[src/rtl/control_sequencer_if.sv]
// Control bundle between the hardwired sequencer and the datapath.
// The sequencer is the master: it reads IR/stop and drives every datapath control.
interface control_sequencer_if;
  logic [31:0] IR_Data;
  logic        stop;

  logic        PC_select;
  logic        MAR_enable;
  logic        PC_increment_enable;
  logic        read;
  logic        write;
  logic        MDR_enable;
  logic        MDR_select;
  logic        IR_enable;

  logic        Gra;
  logic        Grb;
  logic        Grc;
  logic        ba_select;
  logic        r_out;
  logic        r_enable;

  logic        Y_enable;
  logic        Z_enable;
  logic        Z_LO_select;
  logic        c_select;
  logic [4:0]  alu_instruction;

  logic        run;

  modport master (
    input  IR_Data, stop,
    output PC_select, MAR_enable, PC_increment_enable, read, write,
           MDR_enable, MDR_select, IR_enable,
           Gra, Grb, Grc, ba_select, r_out, r_enable,
           Y_enable, Z_enable, Z_LO_select, c_select, alu_instruction, run
  );

  modport slave (
    output IR_Data, stop,
    input  PC_select, MAR_enable, PC_increment_enable, read, write,
           MDR_enable, MDR_select, IR_enable,
           Gra, Grb, Grc, ba_select, r_out, r_enable,
           Y_enable, Z_enable, Z_LO_select, c_select, alu_instruction, run
  );
endinterface

[src/rtl/control_sequencer.sv]
// Hardwired control unit: instruction fetch (T0-T2) plus per-opcode execute steps.
// Outputs are a combinational decode of the current state and, from T3 on, the opcode.
module control_sequencer (
  input  logic                       clk,
  input  logic                       reset,
  control_sequencer_if.master        bus
);

  localparam int unsigned OP_W  = 5;
  localparam int unsigned ALU_W = 5;

  localparam logic [OP_W-1:0] OP_LD   = 5'b00000;
  localparam logic [OP_W-1:0] OP_LDI  = 5'b00001;
  localparam logic [OP_W-1:0] OP_ST   = 5'b00010;
  localparam logic [OP_W-1:0] OP_ADD  = 5'b00011;
  localparam logic [OP_W-1:0] OP_SUB  = 5'b00100;
  localparam logic [OP_W-1:0] OP_AND  = 5'b00101;
  localparam logic [OP_W-1:0] OP_OR   = 5'b00110;
  localparam logic [OP_W-1:0] OP_HALT = 5'b11011;

  localparam logic [ALU_W-1:0] ALU_IDLE = 5'b00000;
  localparam logic [ALU_W-1:0] ALU_ADD  = 5'b00001;
  localparam logic [ALU_W-1:0] ALU_SUB  = 5'b00010;
  localparam logic [ALU_W-1:0] ALU_AND  = 5'b00011;
  localparam logic [ALU_W-1:0] ALU_OR   = 5'b00100;

  typedef enum logic [3:0] {
    S_RESET = 4'd0,
    S_T0    = 4'd1,
    S_T1    = 4'd2,
    S_T2    = 4'd3,
    S_T3    = 4'd4,
    S_T4    = 4'd5,
    S_T5    = 4'd6,
    S_T6    = 4'd7,
    S_T7    = 4'd8,
    S_STOP  = 4'd9,
    S_HALT  = 4'd10
  } state_e;

  state_e            state_q, state_d;
  logic [OP_W-1:0]   opcode;
  logic              is_ld, is_ldi, is_st, is_mem, is_alu;
  logic [ALU_W-1:0]  alu_code;
  logic              last_step;

  assign opcode = bus.IR_Data[31:27];
  assign is_ld  = (opcode == OP_LD);
  assign is_ldi = (opcode == OP_LDI);
  assign is_st  = (opcode == OP_ST);
  assign is_mem = is_ld | is_ldi | is_st;
  assign is_alu = (opcode == OP_ADD) | (opcode == OP_SUB) |
                  (opcode == OP_AND) | (opcode == OP_OR);

  // ALU-format opcode to ALU function code
  always_comb begin
    alu_code = ALU_IDLE;
    case (opcode)
      OP_ADD:  alu_code = ALU_ADD;
      OP_SUB:  alu_code = ALU_SUB;
      OP_AND:  alu_code = ALU_AND;
      OP_OR:   alu_code = ALU_OR;
      default: alu_code = ALU_IDLE;
    endcase
  end

  always_ff @(posedge clk or posedge reset) begin
    if (reset) state_q <= S_RESET;
    else       state_q <= state_d;
  end

  always_comb begin
    state_d                 = state_q;
    last_step               = 1'b0;
    bus.PC_select           = 1'b0;
    bus.MAR_enable          = 1'b0;
    bus.PC_increment_enable = 1'b0;
    bus.read                = 1'b0;
    bus.write               = 1'b0;
    bus.MDR_enable          = 1'b0;
    bus.MDR_select          = 1'b0;
    bus.IR_enable           = 1'b0;
    bus.Gra                 = 1'b0;
    bus.Grb                 = 1'b0;
    bus.Grc                 = 1'b0;
    bus.ba_select           = 1'b0;
    bus.r_out               = 1'b0;
    bus.r_enable            = 1'b0;
    bus.Y_enable            = 1'b0;
    bus.Z_enable            = 1'b0;
    bus.Z_LO_select         = 1'b0;
    bus.c_select            = 1'b0;
    bus.alu_instruction     = ALU_IDLE;
    bus.run                 = 1'b0;

    case (state_q)
      S_RESET: state_d = S_T0;

      S_T0: begin
        bus.run        = 1'b1;
        bus.PC_select  = 1'b1;
        bus.MAR_enable = 1'b1;
        state_d        = S_T1;
      end

      S_T1: begin
        bus.run                 = 1'b1;
        bus.PC_increment_enable = 1'b1;
        bus.read                = 1'b1;
        bus.MDR_enable          = 1'b1;
        state_d                 = S_T2;
      end

      S_T2: begin
        bus.run        = 1'b1;
        bus.MDR_select = 1'b1;
        bus.IR_enable  = 1'b1;
        state_d        = S_T3;
      end

      S_T3: begin
        bus.run = 1'b1;
        if (is_mem) begin
          bus.Grb       = 1'b1;
          bus.ba_select = 1'b1;
          bus.Y_enable  = 1'b1;
          state_d       = S_T4;
        end else if (is_alu) begin
          bus.Grb      = 1'b1;
          bus.r_out    = 1'b1;
          bus.Y_enable = 1'b1;
          state_d      = S_T4;
        end else if (opcode == OP_HALT) begin
          state_d = S_HALT;
        end else begin
          last_step = 1'b1;
        end
      end

      S_T4: begin
        bus.run = 1'b1;
        if (is_mem) begin
          bus.c_select        = 1'b1;
          bus.alu_instruction = ALU_ADD;
          bus.Z_enable        = 1'b1;
          state_d             = S_T5;
        end else if (is_alu) begin
          bus.Grc             = 1'b1;
          bus.r_out           = 1'b1;
          bus.Z_enable        = 1'b1;
          bus.alu_instruction = alu_code;
          state_d             = S_T5;
        end else begin
          last_step = 1'b1;
        end
      end

      S_T5: begin
        bus.run = 1'b1;
        if (is_ldi || is_alu) begin
          bus.Z_LO_select = 1'b1;
          bus.Gra         = 1'b1;
          bus.r_enable    = 1'b1;
          last_step       = 1'b1;
        end else if (is_ld || is_st) begin
          bus.Z_LO_select = 1'b1;
          bus.MAR_enable  = 1'b1;
          state_d         = S_T6;
        end else begin
          last_step = 1'b1;
        end
      end

      S_T6: begin
        bus.run = 1'b1;
        if (is_ld) begin
          bus.read       = 1'b1;
          bus.MDR_enable = 1'b1;
          state_d        = S_T7;
        end else if (is_st) begin
          bus.Gra        = 1'b1;
          bus.r_out      = 1'b1;
          bus.MDR_enable = 1'b1;
          state_d        = S_T7;
        end else begin
          last_step = 1'b1;
        end
      end

      S_T7: begin
        bus.run   = 1'b1;
        last_step = 1'b1;
        if (is_ld) begin
          bus.MDR_select = 1'b1;
          bus.Gra        = 1'b1;
          bus.r_enable   = 1'b1;
        end else if (is_st) begin
          bus.write = 1'b1;
        end
      end

      S_STOP: begin
        if (!bus.stop) state_d = S_T0;
      end

      S_HALT: state_d = S_HALT;

      default: state_d = S_RESET;
    endcase

    // stop is only honoured at the instruction boundary
    if (last_step) state_d = bus.stop ? S_STOP : S_T0;
  end

endmodule

[src/flat_wrapper.sv]
// flat-port wrapper written by rule: the top's interface ports become plain ports
module control_sequencer_flat 
  (clk, reset, bus_IR_Data, bus_stop, bus_PC_select, bus_MAR_enable, bus_PC_increment_enable, bus_read, bus_write, bus_MDR_enable, bus_MDR_select, bus_IR_enable, bus_Gra, bus_Grb, bus_Grc, bus_ba_select, bus_r_out, bus_r_enable, bus_Y_enable, bus_Z_enable, bus_Z_LO_select, bus_c_select, bus_alu_instruction, bus_run);
  control_sequencer_if bus_i ();
  input  logic clk;
  input  logic reset;
  input wire logic [$bits(bus_i.IR_Data)-1:0] bus_IR_Data;
  input wire logic [$bits(bus_i.stop)-1:0] bus_stop;
  output wire logic [$bits(bus_i.PC_select)-1:0] bus_PC_select;
  output wire logic [$bits(bus_i.MAR_enable)-1:0] bus_MAR_enable;
  output wire logic [$bits(bus_i.PC_increment_enable)-1:0] bus_PC_increment_enable;
  output wire logic [$bits(bus_i.read)-1:0] bus_read;
  output wire logic [$bits(bus_i.write)-1:0] bus_write;
  output wire logic [$bits(bus_i.MDR_enable)-1:0] bus_MDR_enable;
  output wire logic [$bits(bus_i.MDR_select)-1:0] bus_MDR_select;
  output wire logic [$bits(bus_i.IR_enable)-1:0] bus_IR_enable;
  output wire logic [$bits(bus_i.Gra)-1:0] bus_Gra;
  output wire logic [$bits(bus_i.Grb)-1:0] bus_Grb;
  output wire logic [$bits(bus_i.Grc)-1:0] bus_Grc;
  output wire logic [$bits(bus_i.ba_select)-1:0] bus_ba_select;
  output wire logic [$bits(bus_i.r_out)-1:0] bus_r_out;
  output wire logic [$bits(bus_i.r_enable)-1:0] bus_r_enable;
  output wire logic [$bits(bus_i.Y_enable)-1:0] bus_Y_enable;
  output wire logic [$bits(bus_i.Z_enable)-1:0] bus_Z_enable;
  output wire logic [$bits(bus_i.Z_LO_select)-1:0] bus_Z_LO_select;
  output wire logic [$bits(bus_i.c_select)-1:0] bus_c_select;
  output wire logic [$bits(bus_i.alu_instruction)-1:0] bus_alu_instruction;
  output wire logic [$bits(bus_i.run)-1:0] bus_run;
  assign bus_i.IR_Data = bus_IR_Data;
  assign bus_i.stop = bus_stop;
  assign bus_PC_select = bus_i.PC_select;
  assign bus_MAR_enable = bus_i.MAR_enable;
  assign bus_PC_increment_enable = bus_i.PC_increment_enable;
  assign bus_read = bus_i.read;
  assign bus_write = bus_i.write;
  assign bus_MDR_enable = bus_i.MDR_enable;
  assign bus_MDR_select = bus_i.MDR_select;
  assign bus_IR_enable = bus_i.IR_enable;
  assign bus_Gra = bus_i.Gra;
  assign bus_Grb = bus_i.Grb;
  assign bus_Grc = bus_i.Grc;
  assign bus_ba_select = bus_i.ba_select;
  assign bus_r_out = bus_i.r_out;
  assign bus_r_enable = bus_i.r_enable;
  assign bus_Y_enable = bus_i.Y_enable;
  assign bus_Z_enable = bus_i.Z_enable;
  assign bus_Z_LO_select = bus_i.Z_LO_select;
  assign bus_c_select = bus_i.c_select;
  assign bus_alu_instruction = bus_i.alu_instruction;
  assign bus_run = bus_i.run;
  control_sequencer u_core (.clk(clk), .reset(reset), .bus(bus_i));
endmodule
[config.mk]
export PLATFORM = sky130hd
export DESIGN_NAME = control_sequencer_flat
export DESIGN_NICKNAME = d
export VERILOG_FILES = /design/src/rtl/control_sequencer_if.sv /design/src/rtl/control_sequencer.sv /design/src/flat_wrapper.sv
export SDC_FILE = /design/constraint.sdc
export NUM_CORES = 1
export LEC_CHECK = 0
export ABC_CLOCK_PERIOD_IN_PS = 4900
export CORE_MARGIN = 1
export CORE_UTILIZATION = 34
export CTS_CLUSTER_DIAMETER = 60
export DETAILED_ROUTE_END_ITERATION = 16
export PLACE_DENSITY = 0.86
export SYNTH_ARGS = -nofsm -noshare
export SYNTH_HDL_FRONTEND = slang
export SYNTH_SLANG_ARGS = --single-unit
[constraint.sdc]
create_clock -name clk -period 4.9 [get_ports clk]
set_input_delay 0.98 -clock clk [delete_from_list [all_inputs] [get_ports clk]]
set_output_delay 0.98 -clock clk [all_outputs]
set_load 0.01 [all_outputs]
==> reports/qor.txt <==
Sw Share = 46.81%
Die boundary width = 47.03 µm
Maximum number of pins on one net before global-route repair = 21
CP bufs+invs = 2
Die Outline Area = 2212 µm²
Final period util = 83.34%
Endpoints failing hold = 0
Cell type of the slowest stage on the worst timing path = clkdlybuf4s50_1
Root buf cell = clkbuf_4
Clock sinks = 4
Comb pwr share = 63.8%
Compound-cell area share of the yosys netlist = 24.14%
Effective utilization at floorplan = 37.87%
Routed vias = 805
Top-level port count = 59
Antenna Nets Post-Route = 0
Iteration-0 DRC count of the detailed router = 29
Registers with the highest flip-flop counts = u_core.state_q: 4 flops
Die Span Y = 47.03 µm
Area taken by flip-flops and latches = 100.1 µm²
Unrepaired setup endpoints after global routing = false
Number of placement rows = 15
PortBufs = 29
Required time reported for the critical path endpoint = 3.92 ns
Wire length of the first global-routing pass = 2.987 mm
Average size of a mapped cell = 6.826 µm²
Final wirelength = 1.907 mm
CTS tree = done
Area occupied by multi-input gates = 518.0 µm²
Final net count = 160
Number of synthesis warnings = 0
Sequential element share of the synthesized area = 14.52%
Post-CTS clock slew at the launch and capture registers of the worst setup and hold paths = 0.03 ns
Setup Crit Path Kind = in -> out
Relative slew margins = 63.61%
Post-detailed-route wirelength per cell = 12.89 µm
Area delta synth->final = 41.74%
Average vias per placed instance = 5.439
Number of setup buffers added after CTS = 0
Internal Power = 0.2151 mW
Diode count = 0
Flip-flop count of the largest register after layout = 4
Type of element launching the critical path = primary input
Register containing the most flip-flops in the final layout = u_core.state_q
Maximum vdd ir drop = 0.3302 mV
Synth Area in XOR/XNOR = 3.811%
Tot GR Track Use = 18.66%
Accumulated negative setup slack = 0 ns
Setup skew after layout = 0.006756 ns
Critical path endpoint category = output pin
Mapped Cells = 101
Residual DRC = 0
Adder-cell share of the synthesized area = 0%
Final-report max-slew violation count = 0
Routability congestion estimate = 0.8379
Hold buffer count at cts = 0
Clock Power Share = 10.2%
Simple-Gate Fraction of Synth Area = 44.46%
Cell repeated most along the worst path = clkdlybuf4s50_1
Largest family of logic cells by synthesized area = simple AND/OR/NAND/NOR gates
Period minus WS final = 4.084 ns
Mux cell area share after synthesis = 1.633%
Number of failing setup endpoints in the final timing report = 0
Power density over the cells = 413.8 nW/µm²
Run status = finished clean
Share of cells above drive strength 1 = 4.065%
Number of buffers created by CTS = 3
Core Area = 1821 µm²
Number of global-route vias before repair = 660
Fraction of registers with async set or reset after synthesis = 100.0%
Fmax achieved = 0.2449 GHz
Slew at the pin with the worst max-slew slack = 0.5382 ns
Worst min-delay path category = reg -> reg
Grt total ovfl = 0
Number of antenna violations at the first check in global routing = 0
Synthesized cell area = 689.4 µm²
1st-pass router iterations = 4
Reported leakage power = 0.3834 nW
Count of unique library cells instantiated by Yosys = 42
H-tree depth reported by CTS = 1
Critical-path cell list = clkdlybuf4s50_1, nor4_4, nand3_1, o31a_1, o22ai_1, clkdlybuf4s50_1
Most used flip-flop cell after synthesis = dfrtp_1
Maximum net fanout on the critical path = 10
Critical Path Max Stage Delay = 0.62 ns
Layout Utilization = 53.68%
Post-synthesis sequential element count = 4
Number of resized instances in the post-cts repair step = 0
Max Cap Viol = 0
HPWL after detailed placement = 1.366 mm
Number of fill cells in the layout = 188
Top Family by Delay on Critical Path = buffers and inverters
Number of enable-type register cells in the synthesized netlist = 0
Worst skew pair latency = 0.24 ns
Power spent charging and discharging nets = 0.1893 mW
Share of total power in sequential cells = 26.0%
Arrival time of the worst setup path = 3.10 ns
Largest buffer count on any clock path = 2
-- power by group through the flow --
stage | logic (mW) | clock network, mW | registers, mW
floorplan | 0.202 | 0 | 0.0585
global placement | 0.249 | 0 | 0.101
detailed placement | 0.257 | 0 | 0.104
CTS | 0.260 | 0.0431 | 0.103
global route | 0.287 | 0.0475 | 0.109
finish | 0.258 | 0.0413 | 0.105
-- final timing paths --
check,start,to,slack (ns),depth (start not counted)
max reg2reg,u_core.state_q[3],u_core.state_q[3],2.86,4
min,u_core.state_q[2],u_core.state_q[0],0.82,2
max,bus_IR_Data[27],bus_r_out,0.82,6
min reg2reg,u_core.state_q[2],u_core.state_q[0],0.82,2
max in group asynchronous,reset,u_core.state_q[2],3.82,2
min in group asynchronous,reset,u_core.state_q[3],0.93,2
-- final cells by class --
cell class	count	share of cell area [%]
multi-input cells	83	53.01
repair buffers	29	29.71
flip-flops and latches	4	10.24
well taps	25	3.201
clock buffers	3	2.305
inverters	4	1.536
-- through the flow --
stage | setup WS [ns] | std cells | power (mW) | hold WS (ns) | cell area, µm²
floorplan | 2.003 | 102 | 0.2606 | 0.7020 | 693.2
CTS | 0.8148 | 148 | 0.4057 | 0.8171 | 977.2
global route | 0.6548 | 148 | 0.4433 | 0.8792 | 977.2
global placement | 0.8123 | 145 | 0.3499 | 0.7819 | 954.7
detailed placement | 0.8162 | 145 | 0.3604 | 0.8071 | 954.7
finish | 0.8164 | 148 | 0.4043 | 0.8231 | 977.2
-- worst register-to-register path, stage by stage, from the launching register on --
cell	delay [ns]
dfrtp_1	0.56
nor4b_1	0.60
o311a_1	0.25
a211o_1	0.17
mux2_1	0.34
-- cells in the mapped netlist, types with 2 or more instances --
cell type,count,area share (%)
nor2_1,11,6.0
nand2_1,10,5.4
clkbuf_1,7,3.8
nor3_1,6,4.4
a21oi_1,5,3.6
and2_1,4,3.6
dfrtp_1,4,15
inv_1,4,2.2
nor2b_1,4,3.6
buf_4,3,3.3
nand3_1,3,2.2
nor3b_1,3,3.3
o21ai_0,3,2.2
and3_1,2,1.8
nand2b_1,2,1.8
nand3b_1,2,2.2
nor4b_1,2,2.5
xor2_1,2,2.5
-- kinds of logic after synthesis --
group,after synthesis
muxes,1
buffers and inverters,15
and+or+nand+nor,54
xor gates and xnor gates,3
AOI/OAI and AO/OA,23
other,1
DFF,4
-- layer usage --
metal  up-vias  global-route usage (%)  part of all wire (%)
met2        30                   29.17                    46
li1        409                       -                     -
met3         0                   5.385                   6.6
met5         -                       0                     0
met4         0                   2.857                     0
met1       366                   26.05                    47
-- cell usage in the layout, fill, tap and decap left out, types with 2 or more instances in the layout --
cell / instances
nor4b_1: 2
nand3b_1: 2
nor2b_1: 4
xor2_1: 2
and2_1: 4
dfrtp_1: 4
clkbuf_4: 3
a21oi_1: 5
inv_1: 4
nor3b_1: 3
nand2_1: 10
nand3_1: 3
clkdlybuf4s50_1: 29
nor2_1: 11
conb_1: 2
nor3_1: 6
nand2b_1: 2
o21ai_0: 3
and3_1: 2
(Power assumes the default switching activity.)
